--- config.mk ---
export PLATFORM = sky130hd
export DESIGN_NAME = multicycle_ctrl
export DESIGN_NICKNAME = d
export VERILOG_FILES = /design/src/rtl/multicycle_ctrl.sv
export SDC_FILE = /design/constraint.sdc
export NUM_CORES = 1
export LEC_CHECK = 0
export CORE_ASPECT_RATIO = 1.75
export CORE_MARGIN = 2
export CORE_UTILIZATION = 53
export CTS_CLUSTER_SIZE = 24
export DETAILED_ROUTE_END_ITERATION = 12
export PLACE_DENSITY = 0.87
export SYNTH_ARGS = -nofsm -noshare
export SYNTH_HDL_FRONTEND = slang
export SYNTH_SLANG_ARGS = --single-unit
export TNS_END_PERCENT = 1
--- constraint.sdc ---
create_clock -name clk -period 9.2 [get_ports clk]
set_input_delay 2.76 -clock clk [delete_from_list [all_inputs] [get_ports clk]]
set_output_delay 2.76 -clock clk [all_outputs]
set_load 0.01 [all_outputs]
--- src/rtl/multicycle_ctrl.sv ---
// rtl/multicycle_ctrl.sv - multi-cycle fetch/decode/execute sequencer for the accumulator datapath
module multicycle_ctrl #(
  parameter int DATA_W = 8,
  parameter int OFF_W  = 4,
  parameter int CNT_W  = 16,
  localparam int INSTR_W = 4 + OFF_W
) (
  input  logic               clk,
  input  logic               reset,
  input  logic [INSTR_W-1:0] instr,
  input  logic [DATA_W-1:0]  acc,
  input  logic               mem_ready,
  input  logic               run,
  output logic               IRload,
  output logic               PCload,
  output logic               MRload,
  output logic               Aload,
  output logic               RFwr,
  output logic               memWr,
  output logic               MemInst,
  output logic               outen,
  output logic [1:0]         Jmpmuxsel,
  output logic [1:0]         Asel,
  output logic [2:0]         ALUsel,
  output logic [1:0]         Shiftsel,
  output logic               mem_req,
  output logic               halted,
  output logic               retired,
  output logic [CNT_W-1:0]   retired_cnt
);

  typedef enum logic [2:0] {
    FETCH, DECODE, EXEC, LDM_A, LDM_D, STM_A, STM_D, HALT
  } state_t;

  state_t state, state_next;

  logic [3:0]       op;
  logic [OFF_W-1:0] f;
  logic             sgn, zero, f_zero, is_jump, cond, exec_mem, exec_done;

  assign op      = instr[INSTR_W-1 -: 4];
  assign f       = instr[OFF_W-1:0];
  assign sgn     = f[OFF_W-1];
  assign zero    = (acc == '0);
  assign f_zero  = (f == '0);
  assign is_jump = (op == 4'b0110) || (op == 4'b0111) || (op == 4'b1000) || (op == 4'b1001);

  always_comb begin
    cond = 1'b0;
    case (op)
      4'b0110: cond = 1'b1;
      4'b0111: cond = zero;
      4'b1000: cond = !zero;
      4'b1001: cond = !acc[DATA_W-1] && !zero;
      default: cond = 1'b0;
    endcase
  end

  // LDI and a taken absolute jump read memory in EXEC; the jump decision is re-evaluated each wait cycle
  assign exec_mem  = (op == 4'b0101) || (is_jump && f_zero && cond);
  assign exec_done = !exec_mem || mem_ready;

  always_ff @(posedge clk) begin
    if (reset) begin
      state       <= FETCH;
      retired_cnt <= '0;
    end else begin
      state <= state_next;
      if (retired) retired_cnt <= retired_cnt + CNT_W'(1);
    end
  end

  always_comb begin
    state_next = state;
    case (state)
      FETCH:  if (mem_ready) state_next = DECODE;
      DECODE: begin
        case (op)
          4'b0011: state_next = LDM_A;
          4'b0100: state_next = STM_A;
          4'b1111: state_next = (f == OFF_W'(2)) ? HALT : EXEC;
          default: state_next = EXEC;
        endcase
      end
      EXEC:   if (exec_done) state_next = FETCH;
      LDM_A:  if (mem_ready) state_next = LDM_D;
      LDM_D:  if (mem_ready) state_next = FETCH;
      STM_A:  if (mem_ready) state_next = STM_D;
      STM_D:  if (mem_ready) state_next = FETCH;
      HALT:   if (run) state_next = FETCH;
      default: state_next = FETCH;
    endcase
  end

  always_comb begin
    IRload    = 1'b0;
    PCload    = 1'b0;
    MRload    = 1'b0;
    Aload     = 1'b0;
    RFwr      = 1'b0;
    memWr     = 1'b0;
    MemInst   = 1'b0;
    outen     = 1'b0;
    Jmpmuxsel = 2'b00;
    Asel      = 2'b00;
    ALUsel    = 3'b000;
    Shiftsel  = 2'b00;
    mem_req   = 1'b0;
    halted    = 1'b0;
    retired   = 1'b0;
    if (!reset) begin
      case (state)
        FETCH: begin
          mem_req = 1'b1;
          IRload  = mem_ready;
          PCload  = mem_ready;
        end
        DECODE: retired = (op == 4'b1111) && (f == OFF_W'(2));
        EXEC: begin
          retired = exec_done;
          mem_req = exec_mem;
          if (is_jump) begin
            if (f_zero) begin
              Jmpmuxsel = cond ? 2'b01 : 2'b00;
              PCload    = exec_done;
            end else if (cond) begin
              Jmpmuxsel = sgn ? 2'b10 : 2'b11;
              PCload    = 1'b1;
            end
          end else begin
            case (op)
              4'b0001: begin Asel = 2'b01; Aload = 1'b1; end
              4'b0010: RFwr = 1'b1;
              4'b0101: begin Asel = 2'b11; Aload = mem_ready; PCload = mem_ready; end
              4'b1010: begin ALUsel = 3'b001; Aload = 1'b1; end
              4'b1011: begin ALUsel = 3'b010; Aload = 1'b1; end
              4'b1100: begin ALUsel = 3'b100; Aload = 1'b1; end
              4'b1101: begin ALUsel = 3'b101; Aload = 1'b1; end
              4'b1110: begin
                case (f)
                  OFF_W'(0): begin ALUsel = 3'b011; Aload = 1'b1; end
                  OFF_W'(1): begin ALUsel = 3'b110; Aload = 1'b1; end
                  OFF_W'(2): begin ALUsel = 3'b111; Aload = 1'b1; end
                  OFF_W'(3): begin Shiftsel = 2'b01; Aload = 1'b1; end
                  OFF_W'(4): begin Shiftsel = 2'b10; Aload = 1'b1; end
                  OFF_W'(5): begin Shiftsel = 2'b11; Aload = 1'b1; end
                  default: ;
                endcase
              end
              4'b1111: begin
                if (f == OFF_W'(0)) begin Asel = 2'b10; Aload = 1'b1; end
                else if (f == OFF_W'(1)) outen = 1'b1;
              end
              default: ;
            endcase
          end
        end
        LDM_A, STM_A: begin
          mem_req = 1'b1;
          PCload  = mem_ready;
          MRload  = mem_ready;
        end
        LDM_D: begin
          mem_req = 1'b1;
          MemInst = 1'b1;
          Asel    = 2'b11;
          Aload   = mem_ready;
          retired = mem_ready;
        end
        STM_D: begin
          mem_req = 1'b1;
          MemInst = 1'b1;
          memWr   = mem_ready;
          retired = mem_ready;
        end
        HALT: halted = 1'b1;
        default: ;
      endcase
    end
  end

endmodule

==> run_summary.xml <==
<?xml version="1.0" encoding="UTF-8"?>
<metrics>
  <group name="timing">
    <metric name="final_min_period_over_clock_period" unit="%">90.9</metric>
    <metric name="grt_setup_unrepaired" unit="">no</metric>
    <metric name="final.min_clock_period" unit="ns">8.36</metric>
    <metric name="drv_slew" unit="">0</metric>
    <metric name="max_slew.worst_pin.slew" unit="ns">0.686</metric>
    <metric name="max_clock_freq" unit="GHz">0.120</metric>
    <metric name="final.setup.tns" unit="ns">0</metric>
    <metric name="fin_worst_skew" unit="ns">0.00509</metric>
    <metric name="holdWs" unit="ns">0.546</metric>
    <metric name="setup_viol" unit="">0</metric>
    <metric name="timing_hold_violations_final" unit="">0</metric>
    <metric name="slew_headroom" unit="%">53.9</metric>
  </group>
  <group name="synth">
    <metric name="syn_area_per_cell" unit="µm²">6.90</metric>
    <metric name="synth_area_leader_cell" unit="">dfxtp_1</metric>
    <metric name="synth_edf_count" unit="">0</metric>
    <metric name="ys_ff_latch" unit="">19</metric>
    <metric name="synth-compound-area-share" unit="%">24.5</metric>
    <metric name="synth_mux_area_share" unit="%">6.94</metric>
    <metric name="synth_async_sr_flop_share" unit="%">0</metric>
    <metric name="post_synth_num_cell_types" unit="">60</metric>
    <metric name="synth.yosys.warnings" unit="">0</metric>
    <metric name="syn_nets" unit="">320</metric>
    <metric name="synth_top_flop_cell" unit="">dfxtp_1</metric>
    <metric name="yosysTopAreaCellShare" unit="%">18.5</metric>
    <metric name="synth_top_family_by_area" unit="">simple AND/OR/NAND/NOR gates</metric>
    <metric name="synth.area.top_cells" unit="">dfxtp_1 (19%), nor2_1 (6.2%), nand3_1 (5.8%)</metric>
    <metric name="syn-instance-count" unit="">298</metric>
    <metric name="synth-seq-area-share" unit="%">18.5</metric>
    <metric name="synthSimpleGateAreaFrac" unit="%">41.9</metric>
    <metric name="synth.cell_area" unit="mm²">0.00206</metric>
    <metric name="synth_area_in_adders" unit="%">1.58</metric>
    <metric name="post_synth_xor_area_fraction" unit="%">0.852</metric>
  </group>
  <group name="cts">
    <metric name="cts_root_buffer" unit="">clkbuf_8</metric>
    <metric name="clock_tree.htree_level_count" unit="">1</metric>
    <metric name="clk_path_buf_depth" unit="">2</metric>
    <metric name="inserted_clock_buffers" unit="">3</metric>
    <metric name="worst_setup_hold_path_clk_slew" unit="ns">0.07</metric>
    <metric name="setup_fix_bufs_post_cts" unit="">0</metric>
    <metric name="holdBufCountCts" unit="">0</metric>
    <metric name="cts-resized-gates" unit="">0</metric>
    <metric name="cts_sinks" unit="">19</metric>
    <metric name="worstSkewPairLatency" unit="ns">0.27</metric>
    <metric name="cts_tree" unit="">built</metric>
  </group>
  <group name="global_routing">
    <metric name="grt_pass1_wl" unit="µm">9850</metric>
    <metric name="grt_max_degree" unit="">39</metric>
    <metric name="total_routing_usage_reported_by_global_routing" unit="%">28.0</metric>
    <metric name="antenna_found_initial" unit="">0</metric>
    <metric name="top_usage_layer" unit="">met2</metric>
    <metric name="grtUsageMet2" unit="%">53.0</metric>
    <metric name="global_route.usage.met3" unit="%">2.07</metric>
    <metric name="grt_pass1_vias" unit="">2278</metric>
    <metric name="grt-ovfl-total" unit="">0</metric>
    <metric name="groute.layer.met1.usage" unit="%">28.8</metric>
  </group>
  <group name="setup_path">
    <metric name="crit_path_start" unit="">instr[1]</metric>
    <metric name="worstPathArrival" unit="ns">5.60</metric>
    <metric name="cp_data_required_time" unit="ns">6.44</metric>
    <metric name="cp_max_fo" unit="">12</metric>
    <metric name="regToRegStartpoint" unit="">state[2]$_SDFFE_PP0P_</metric>
    <metric name="critPathCaptureType" unit="">primary output</metric>
    <metric name="critical_path.startpoint_type" unit="">input pin</metric>
    <metric name="critical_path_class" unit="">in -&gt; out</metric>
  </group>
  <group name="die">
    <metric name="i_o_pin_count" unit="">56</metric>
    <metric name="design.core.area" unit="mm²">0.00379</metric>
    <metric name="row_count" unit="">30</metric>
    <metric name="start_util" unit="%">54.2</metric>
    <metric name="die_w" unit="µm">51.1</metric>
    <metric name="fp.dieArea" unit="mm²">0.00441</metric>
    <metric name="height_of_the_chip" unit="µm">86.4</metric>
  </group>
  <group name="status">
    <metric name="status" unit="">finished, final reports clean</metric>
  </group>
  <group name="final_layout">
    <metric name="layout.core_utilization" unit="%">70.4</metric>
    <metric name="final_layout_size_suffix_gt1_share" unit="%">8.75</metric>
    <metric name="final_cells" unit="">391</metric>
    <metric name="inserted_diodes" unit="">0</metric>
    <metric name="finish.net_count" unit="">366</metric>
    <metric name="final_design_area_no_fill" unit="mm²">0.00267</metric>
    <metric name="post_synthesis_to_final_layout_area_growth" unit="%">29.9</metric>
    <metric name="final.fill_count" unit="">326</metric>
  </group>
  <group name="routing">
    <metric name="drt-wirelength-per-cell" unit="µm">15.2</metric>
    <metric name="vias_per_cell" unit="">6.31</metric>
    <metric name="drt_drc_violations_left" unit="">0</metric>
    <metric name="drt_first_pass_iters" unit="">4</metric>
    <metric name="count_of_vias_placed_by_the_detailed_router" unit="">2469</metric>
    <metric name="detail_route.iter0.violations" unit="">85</metric>
    <metric name="drt-total-wl" unit="µm">5940</metric>
    <metric name="detail-route-antenna-nets" unit="">0</metric>
  </group>
  <group name="power">
    <metric name="ir_worst_vdd" unit="mV">0.101</metric>
    <metric name="leakage" unit="nW">0.931</metric>
    <metric name="power.density_cell_area" unit="mW/mm²">91.7</metric>
  </group>
  <group name="place">
    <metric name="finalWeightedCongestion" unit="">0.876</metric>
    <metric name="port_buffers" unit="">55</metric>
    <metric name="dpl.cell_count" unit="">387</metric>
    <metric name="detail_placement_hpwl" unit="µm">4480</metric>
    <metric name="dpl_cell_area" unit="mm²">0.00262</metric>
  </group>
  <group name="worst_hold_path">
    <metric name="hold_start" unit="">retired_cnt[1]$_SDFFE_PP0P_</metric>
    <metric name="hold_class" unit="">reg -&gt; reg</metric>
  </group>
  <group name="flow_run">
    <metric name="max_cap_check_violation_count" unit="">0</metric>
  </group>
</metrics>
-- metrics by stage --
stage	setup WS (ns)	power [mW]
5_1_grt	0.661	0.257
2_1_floorplan	1.88	0.151
3_3_place_gp	0.874	0.184
6_report	0.838	0.245
4_1_cts	0.834	0.244
3_5_place_dp	0.840	0.185
-- synth_stat cells (4+ instances only) --
master	instances
o31ai_1	5
o211ai_1	6
nand2_1	30
and3_1	7
dfxtp_1	19
inv_1	6
and2_1	4
nor3b_1	4
a21oi_1	13
nor3_1	14
nand4_1	7
nand3_1	24
mux2_2	9
o22ai_1	5
clkbuf_1	16
o21ai_0	6
nor2b_1	18
nor2_1	34
nor4_1	7
-- final timing paths --
path	end	slack, ns	depth (start not counted)
worst max-delay path	mem_req	0.84	8
worst min-delay path	retired_cnt[1]$_SDFFE_PP0P_	0.55	2
worst max register to register	retired_cnt[12]$_SDFFE_PP0P_	6.74	5
worst min register to register	retired_cnt[1]$_SDFFE_PP0P_	0.55	2
-- worst max-delay path: stages --
cell,delay (ns)
clkdlybuf4s50_1,0.57
or4_1,0.69
a211o_1,0.39
o21ai_2,0.12
buf_4,0.19
a21oi_1,0.08
o31ai_1,0.22
clkdlybuf4s50_1,0.57
-- state kept, by name, summed over array words and instances, names as in the netlist --
name	cells
state	3
retired_cnt	16
-- kinds of logic (layout without fill, tap and decap cells) --
kind of cell               Yosys count  in the layout
DFF                                 19             19
xor gates and xnor gates             2              2
adders and majority gates            2              2
and+or+nand+nor                    167            167
buffers and inverters               27             72
AOI/OAI and AO/OA                   68             68
muxes                               13             13
-- routing by layer --
metal | up-vias | routed length [µm]
met1 | 1151 | 2200
met5 | - | 0
met4 | 0 | 225
met3 | 20 | 249
met2 | 90 | 3270
li1 | 1208 | -
-- layout make-up --
class	instances	area, µm²	share of cell area, %
repair buffers	62	603	22.6
flip-flops and latches	19	380	14.2
well taps	48	60.1	2.25
multi-input cells	252	1560	58.3
inverters	6	22.5	0.843
clock inverters	1	5.00	0.187
clock buffers	3	41.3	1.55
-- cell usage in the layout, fill, tap and decap left out, types with 6 or more instances in the layout --
cell,instances
clkdlybuf4s50_1,55
nand3_1,24
nor3_1,14
a21oi_1,13
o211ai_1,6
dfxtp_1,19
nand4_1,7
o21ai_0,6
nor2_1,34
mux2_2,9
nor2b_1,18
nand2_1,30
and3_1,7
inv_1,6
buf_4,7
nor4_1,7
-- where the power goes --
part           switching, mW  internal, mW  total (mW)  leakage (nW)
registers             0.0120        0.0864      0.0983         0.154
clock network         0.0304        0.0303      0.0606        0.0255
logic                 0.0446        0.0414      0.0859         0.751
total                 0.0869         0.158       0.245         0.931
No activity file was read; power rests on OpenSTA's default activity.
